## src/rtl/ka_seq_mult_ctrl.sv

```systemverilog
// One-level Karatsuba GF(2)[x] multiplier sequencer: issues low, high and middle
// half-width products to a shared combinational carry-less multiplier, then overlap-XORs them.
module ka_seq_mult_ctrl #(
  parameter int unsigned N = 8
) (
  input  logic           clk,
  input  logic           rst_n,
  input  logic           in_valid,
  output logic           in_ready,
  input  logic [N-1:0]   a,
  input  logic [N-1:0]   b,
  output logic [N/2-1:0] sub_a,
  output logic [N/2-1:0] sub_b,
  input  logic [N-2:0]   sub_p,
  output logic           out_valid,
  input  logic           out_ready,
  output logic [2*N-2:0] p
);

  localparam int unsigned H  = N / 2;
  localparam int unsigned SW = 2 * H - 1;
  localparam int unsigned PW = 2 * N - 1;

  typedef enum logic [2:0] {
    S_IDLE,
    S_LOW,
    S_HIGH,
    S_MID,
    S_DONE
  } state_t;

  state_t        state, state_next;
  logic [N-1:0]  a_q, b_q, a_next, b_next;
  logic [H-1:0]  sub_a_next, sub_b_next;
  logic [SW-1:0] p_lo, p_hi, mid;
  logic [PW-1:0] p_next;

  // Next state, operand capture, product combine, and the sub-operands for the
  // state being entered so that sub_a/sub_b come straight from flops.
  always_comb begin
    state_next = state;
    a_next     = a_q;
    b_next     = b_q;
    p_next     = p;
    sub_a_next = '0;
    sub_b_next = '0;
    mid        = sub_p ^ p_lo ^ p_hi;

    unique case (state)
      S_IDLE: begin
        if (in_valid) begin
          a_next     = a;
          b_next     = b;
          state_next = S_LOW;
        end
      end
      S_LOW:  state_next = S_HIGH;
      S_HIGH: state_next = S_MID;
      S_MID: begin
        // sub_p carries the middle product this cycle
        p_next     = PW'(p_lo) ^ (PW'(mid) << H) ^ (PW'(p_hi) << N);
        state_next = S_DONE;
      end
      S_DONE: begin
        if (out_ready) state_next = S_IDLE;
      end
      default: state_next = S_IDLE;
    endcase

    unique case (state_next)
      S_LOW: begin
        sub_a_next = a_next[H-1:0];
        sub_b_next = b_next[H-1:0];
      end
      S_HIGH: begin
        sub_a_next = a_next[N-1:H];
        sub_b_next = b_next[N-1:H];
      end
      S_MID: begin
        sub_a_next = a_next[H-1:0] ^ a_next[N-1:H];
        sub_b_next = b_next[H-1:0] ^ b_next[N-1:H];
      end
      default: begin
        sub_a_next = '0;
        sub_b_next = '0;
      end
    endcase
  end

  always_ff @(posedge clk) begin
    if (!rst_n) begin
      state     <= S_IDLE;
      a_q       <= '0;
      b_q       <= '0;
      p_lo      <= '0;
      p_hi      <= '0;
      p         <= '0;
      sub_a     <= '0;
      sub_b     <= '0;
      in_ready  <= 1'b1;
      out_valid <= 1'b0;
    end else begin
      state     <= state_next;
      a_q       <= a_next;
      b_q       <= b_next;
      p         <= p_next;
      sub_a     <= sub_a_next;
      sub_b     <= sub_b_next;
      in_ready  <= (state_next == S_IDLE);
      out_valid <= (state_next == S_DONE);
      if (state == S_LOW)  p_lo <= sub_p;
      if (state == S_HIGH) p_hi <= sub_p;
    end
  end

endmodule

```

## config.mk

```make
export PLATFORM = sky130hd
export DESIGN_NAME = ka_seq_mult_ctrl
export DESIGN_NICKNAME = d
export VERILOG_FILES = /design/src/rtl/ka_seq_mult_ctrl.sv
export SDC_FILE = /design/constraint.sdc
export NUM_CORES = 1
export LEC_CHECK = 0
export CORE_MARGIN = 8
export CORE_UTILIZATION = 42
export CTS_BUF_LIST = sky130_fd_sc_hd__clkbuf_8 sky130_fd_sc_hd__clkbuf_16
export CTS_CLUSTER_SIZE = 30
export DETAILED_ROUTE_END_ITERATION = 8
export MAX_ROUTING_LAYER = met4
export PLACE_DENSITY_LB_ADDON = 0.15
export SLEW_MARGIN = 20
export SYNTH_ARGS = -nofsm -noshare
export SYNTH_HDL_FRONTEND = slang
export SYNTH_SLANG_ARGS = --single-unit
```

## constraint.sdc

```tcl
create_clock -name clk -period 1.6 [get_ports clk]
set_input_delay 0.32 -clock clk [delete_from_list [all_inputs] [get_ports clk]]
set_output_delay 0.32 -clock clk [all_outputs]
set_load 0.1 [all_outputs]
```

# ---- After elaboration in Yosys (flattened, before gate mapping)
# Index checks and enable logic that the tools add are counted.
dict set report totals {
  latchBits 0
  mem_count 0
  mem_bits_ro 0
  ram_bits 0
  wordCells 35
  input_bits 27
  regBits 58
}
dict set report op_classes {
  shift 0
  n_eq_ne 8
  addsub 0
  bitwise 6
  n_reduce_logical 2
  muxes 9
  mul 0
  magnitude_cmp 0
  div_mod_pow 0
}
# cell count
set op_table {}
lappend op_table {{8-bit 2-to-1 mux} 4}
lappend op_table {{4-bit one-hot mux with 3 select lines} 2}
lappend op_table {{3-bit one-hot mux with 5 select lines} 1}
lappend op_table {{11-bit by 15-bit bitwise XOR with 15-bit output} 1}
lappend op_table {{7-bit bitwise XOR} 2}
lappend op_table {{3-bit by 2-bit equality test with 1-bit output, second input constant} 4}
lappend op_table {{7-bit by 11-bit bitwise XOR with 11-bit output} 1}
lappend op_table {{4-bit bitwise XOR} 2}
lappend op_table {{3-bit by 1-bit equality test with 1-bit output, second input constant} 2}
lappend op_table {{3-bit equality test, second input constant} 2}
lappend op_table {{3-bit zero test} 2}
lappend op_table {{3-bit 2-to-1 mux} 2}

# ---- Longest topological paths before layout
dict set report logic_depth {
  word_depth 4
  ltp_mapped 7
}

# ---- Worst setup path before layout
# Ideal clock, no wire load.
dict set report synth_path {
  kind {register to register}
  from {register state[2]}
  to {register a_q[1]}
  path_slack_ns 0.096
  arrival_ns 1.390
  path_stages_with_launch 7
  synth_period_minus_slack_ns 1.504
  path_cell_list {dfxtp_1 -> buf_6 -> nor4b_4 -> buf_6 -> buf_12 -> mux2i_1 -> and2b_1}
}
dict set report synth_between {
  elab_chain_cells 2
}
# item line_no
set synth_lines {}
lappend synth_lines {{start: declaration} 32} ;# state_t state, state_next;
lappend synth_lines {{start signal: assignment} 103} ;# state <= state_next;
lappend synth_lines {{3-bit zero test} 49} ;# unique case (state)
lappend synth_lines {{8-bit 2-to-1 mux} 49}
lappend synth_lines {{end signal: assignment} 104} ;# a_q <= a_next;
lappend synth_lines {{end: declaration} 33} ;# logic [N-1:0] a_q, b_q, a_next, b_next;
# No other way between the ends.
# A chain may end at the register's enable or synchronous reset.

# ---- Worst setup path in the final report
dict set report layout_path {
  from {input in_valid}
  to {register sub_b[0]}
}
dict set report layout_between {
  elab_chain_cells 4
  word_cells_on_any_way 9
  cone_classes {eq/ne: 3; mux: 5; bitwise: 1}
}
# item line_no
set layout_lines {}
lappend layout_lines {{start: declaration} 8} ;# input logic in_valid,
lappend layout_lines {{3-bit 2-to-1 mux / 8-bit 2-to-1 mux (equally long branches)} 51} ;# if (in_valid) begin
lappend layout_lines {{3-bit one-hot mux with 5 select lines / 8-bit 2-to-1 mux (equally long branches)} 49}
lappend layout_lines {{3-bit by 2-bit equality test with 1-bit output, or another cell as far along} 70} ;# unique case (state_next)
lappend layout_lines {{4-bit one-hot mux with 3 select lines (*)} 70}
lappend layout_lines {{end signal: assignment} 108} ;# sub_b <= sub_b_next;
lappend layout_lines {{end: declaration} 13} ;# output logic [N/2-1:0] sub_b,
# Every way passes the cells marked *; elsewhere a longest branch is shown, timed or not.

==> results.md <==
- Status: finished clean
- Syn. warnings: 0
- Compound-Gate Fraction of Synth Area: around 15%
- Starting Density: a little over two fifths
- Vias per cell: between 4 and 5
- Crit-path max FO: 13
- I/O Buffers: between 50 and 60
- Worst setup EP type: flip-flop
- Relative max-transition margin: between 70% and 80%
- Worst EP required: 1850 ps
- Worst path max stage delay: 510 ps
- Type of the worst min-delay path: flip-flop to flip-flop
- Vias in the first global route: ~1,900
- Reg clk slew, reported paths: 60 ps
- Core box area: approximately 5500 sq um
- Largest cells by area after synthesis: dfxtp_1, nand2_1, a21boi_0
- Hold path startpoint: a_q[7]
- Syn Nets: approximately 280
- Commonest non-fill, non-tap cell in the layout: nand2_1
- DR vias: 1,892
- Setup bufs post-CTS: 0
- Nets: around 350
- CTS tree: done
- Worst-margin pin slew: 340.4 ps
- Non-Filler Cell Area, Final: around 3600 sq um
- Part of the cycle the worst path needs: between 90% and 100%
- Starting DRT DRC Count: 90
- Min Tclk post-route: 1545 ps
- Hold Violations, Final: 0
- Worst hold path stage count: 2
- Adder-cell area share of the yosys netlist: 0%
- R2R Setup Slk: 110 ps
- Crit path launch type: primary input
- Distinct cell type count after synthesis: 30
- Final setup margin: around 55 ps
- Initial antenna violation count: 0
- Pwr dens: around 1000 nW/um^2
- Reg2reg end: sub_b[0]
- Cell taking the most area after synthesis: dfxtp_1
- Congestion Overflow GR: 0
- Seq cells post-synth: 58
- Max Cap Viol: 0
- DP HPWL: 3.874 mm
- Post-route ant nets: 0
- # diodes: 0
- Syn Inst Count: about 260
- Fmax: 647.3 MHz
- Largest family of logic cells by synthesized area: simple AND/OR/NAND/NOR gates
- Top-area cell type share of the netlist area: between 40 and 50%
- Critical path's slowest cell: clkdlybuf4s50_1
- CP Data Arrival Time: around 1800 ps
- Post-Synth Simple-Gate Area: a little under 20%
- WL final: between 5 and 6 mm
- Drt pass-1 iters: 4
- LEAKAGE: between 1 and 1.5 nW
- Wire per inst: between 10 and 15 um
- Max Buffers Root-to-Sink: 2
- Tot Pwr: around 3.7 mW
- Worst Clk Skew: approximately 7.5 ps
- H-tree depth: 3
- CTS buffer count: 9
- Total GRT Usage: between 10% and 20%
- CP delay by family, top: buffers and inverters
- WHS: 478.6 ps
- Mux cell area share after synthesis: approximately 6.6%
- IO Pins: 52
- Critical path type: primary input to flip-flop
- # DRC: 0
- Fillers: 478
- GPL Wtd Cong: roughly 0.76
- DIE AREA: between 8000 and 9000 sq um
- Global-route wire length before repair: ~9.0 mm
- WP buf/inv: 2
- Pre-CTS setup slack: -307.9 ps
- R2R cell count: 5
- Register area share after synthesis: 47.84%
- CP cell instances: clkdlybuf4s50_1 -> nor4b_4 -> buf_12 -> mux2i_1 -> o211ai_1 -> o21ai_0
- Die height: slightly above 90 um
- CTS sink cnt: between 50 and 60
- WHS Endpoint: a_q[7]
- Synth Area in XOR/XNOR: 6.495%
- Area Growth Syn to Fin: 46.29%
- Synth Area per Inst: around 9.4 sq um
- DP Area: approximately 3400 sq um
- Maximum VDD drop: between 0.0005 and 0.0006 V
- Most frequent cells in the layout: nand2_1, dfxtp_1, buf_12
- Chip width: 92.02 um
- Root Driver: clkbuf_8
- Synthesized cell area: between 2000 and 2500 sq um
- Largest net degree at the start of global routing: 33
- Worst skew pair latency: ~330 ps
- Setup Viol. Count Final: 0
- RSZ-0062 raised after global routing: false
- Slew Limit Fails: 0
- Layout cells sized above 1: 20.55%
- # rows: 27
- R2r startpoint: state[2]
==> sequential cells by signal (all words and copies together) (netlist names) <==
register / flops
p: 15
out_valid: 1
state: 3
a_q: 8
b_q: 8
sub_a: 4
p_hi: 7
p_lo: 7
sub_b: 4
in_ready: 1
==> metal layers <==
layer | share of wire, % | up-vias | GRT usage (%) | wire length [um]
li1 | - | 986 | - | -
met1 | 51 | 859 | 17.72 | 2782
met2 | 43 | 40 | 18.89 | 2361
met3 | 4.6 | 7 | 4.808 | 254
met4 | 1.2 | 0 | 6.040 | 68
met5 | 0 | - | - | 0
==> cell usage after synthesis, drive strengths merged <==
cell / count
a21boi: 23
and2: 2
and2b: 2
and3b: 1
buf: 7
clkbuf: 11
dfxtp: 58
inv: 1
mux2i: 16
nand2: 67
nand3: 1
nand3b: 1
nor2: 2
nor2b: 13
nor3: 1
nor3b: 2
nor4b: 2
o211a: 7
o211ai: 8
o21a: 2
o21ai: 10
or3b: 1
or4: 1
xnor2: 17
xor2: 1
==> timing repair <==
action	4_1_cts	5_1_grt
endpoints found under the setup margin	0	6
hold buffers	0	0
resized for setup	0	4
hold endpoints to repair	0	0
==> cell families after synthesis <==
group                     count (synthesis)
and+or+nand+nor                          96
xor gates and xnor gates                 18
buffers and inverters                    19
DFF                                      58
muxes                                    16
AOI/OAI and AO/OA                        50
==> per-stage QoR <==
step	TNS [ps]	cells	utilization [%]
floorplan	0	257	-
global placement	-5257	382	60.59
detailed placement	-5721	382	60.59
CTS	0	398	63.89
global route	0	398	64.09
finish	0	398	64.09
==> final cells by class <==
| class | instances | area [sq um] | area share, % |
|---|---|---|---|
| inverter | 1 | 3.754 | 0.1057 |
| clock buffer | 12 | 165.2 | 4.651 |
| timing repair buffer | 71 | 948.4 | 26.71 |
| clock inverter | 4 | 17.52 | 0.4933 |
| tap | 72 | 90.09 | 2.537 |
| multi-input combinational | 180 | 1165 | 32.80 |
| sequential | 58 | 1161 | 32.70 |
==> worst max-delay path by stage <==
stage / startpoint / endpoint / slack (ps) / cells past startpoint
after floorplan: state[2] / a_q[1] / 100 / 6
after global placement: in_valid / b_q[5] / -270 / 5
after detailed placement: in_valid / b_q[6] / -310 / 5
after CTS: in_valid / sub_b[3] / 40 / 6
after global routing: in_valid / a_q[1] / 10 / 5
final: in_valid / sub_b[0] / 60 / 6
==> report_power, final <==
part / switching (mW) / internal, mW / leakage (nW)
combinational: 0.471 / 0.401 / 0.806
sequential: 0.0726 / 1.54 / 0.473
clock: 0.554 / 0.672 / 0.105
==> worst reg2reg max path, cell delays in order, from the launching register on <==
cell and delay, ps:
dfxtp_1 370, nor4b_4 340, buf_12 190, mux2i_1 280
o211ai_1 130, o21ai_0 90
No activity file was read; power rests on OpenSTA's default activity.
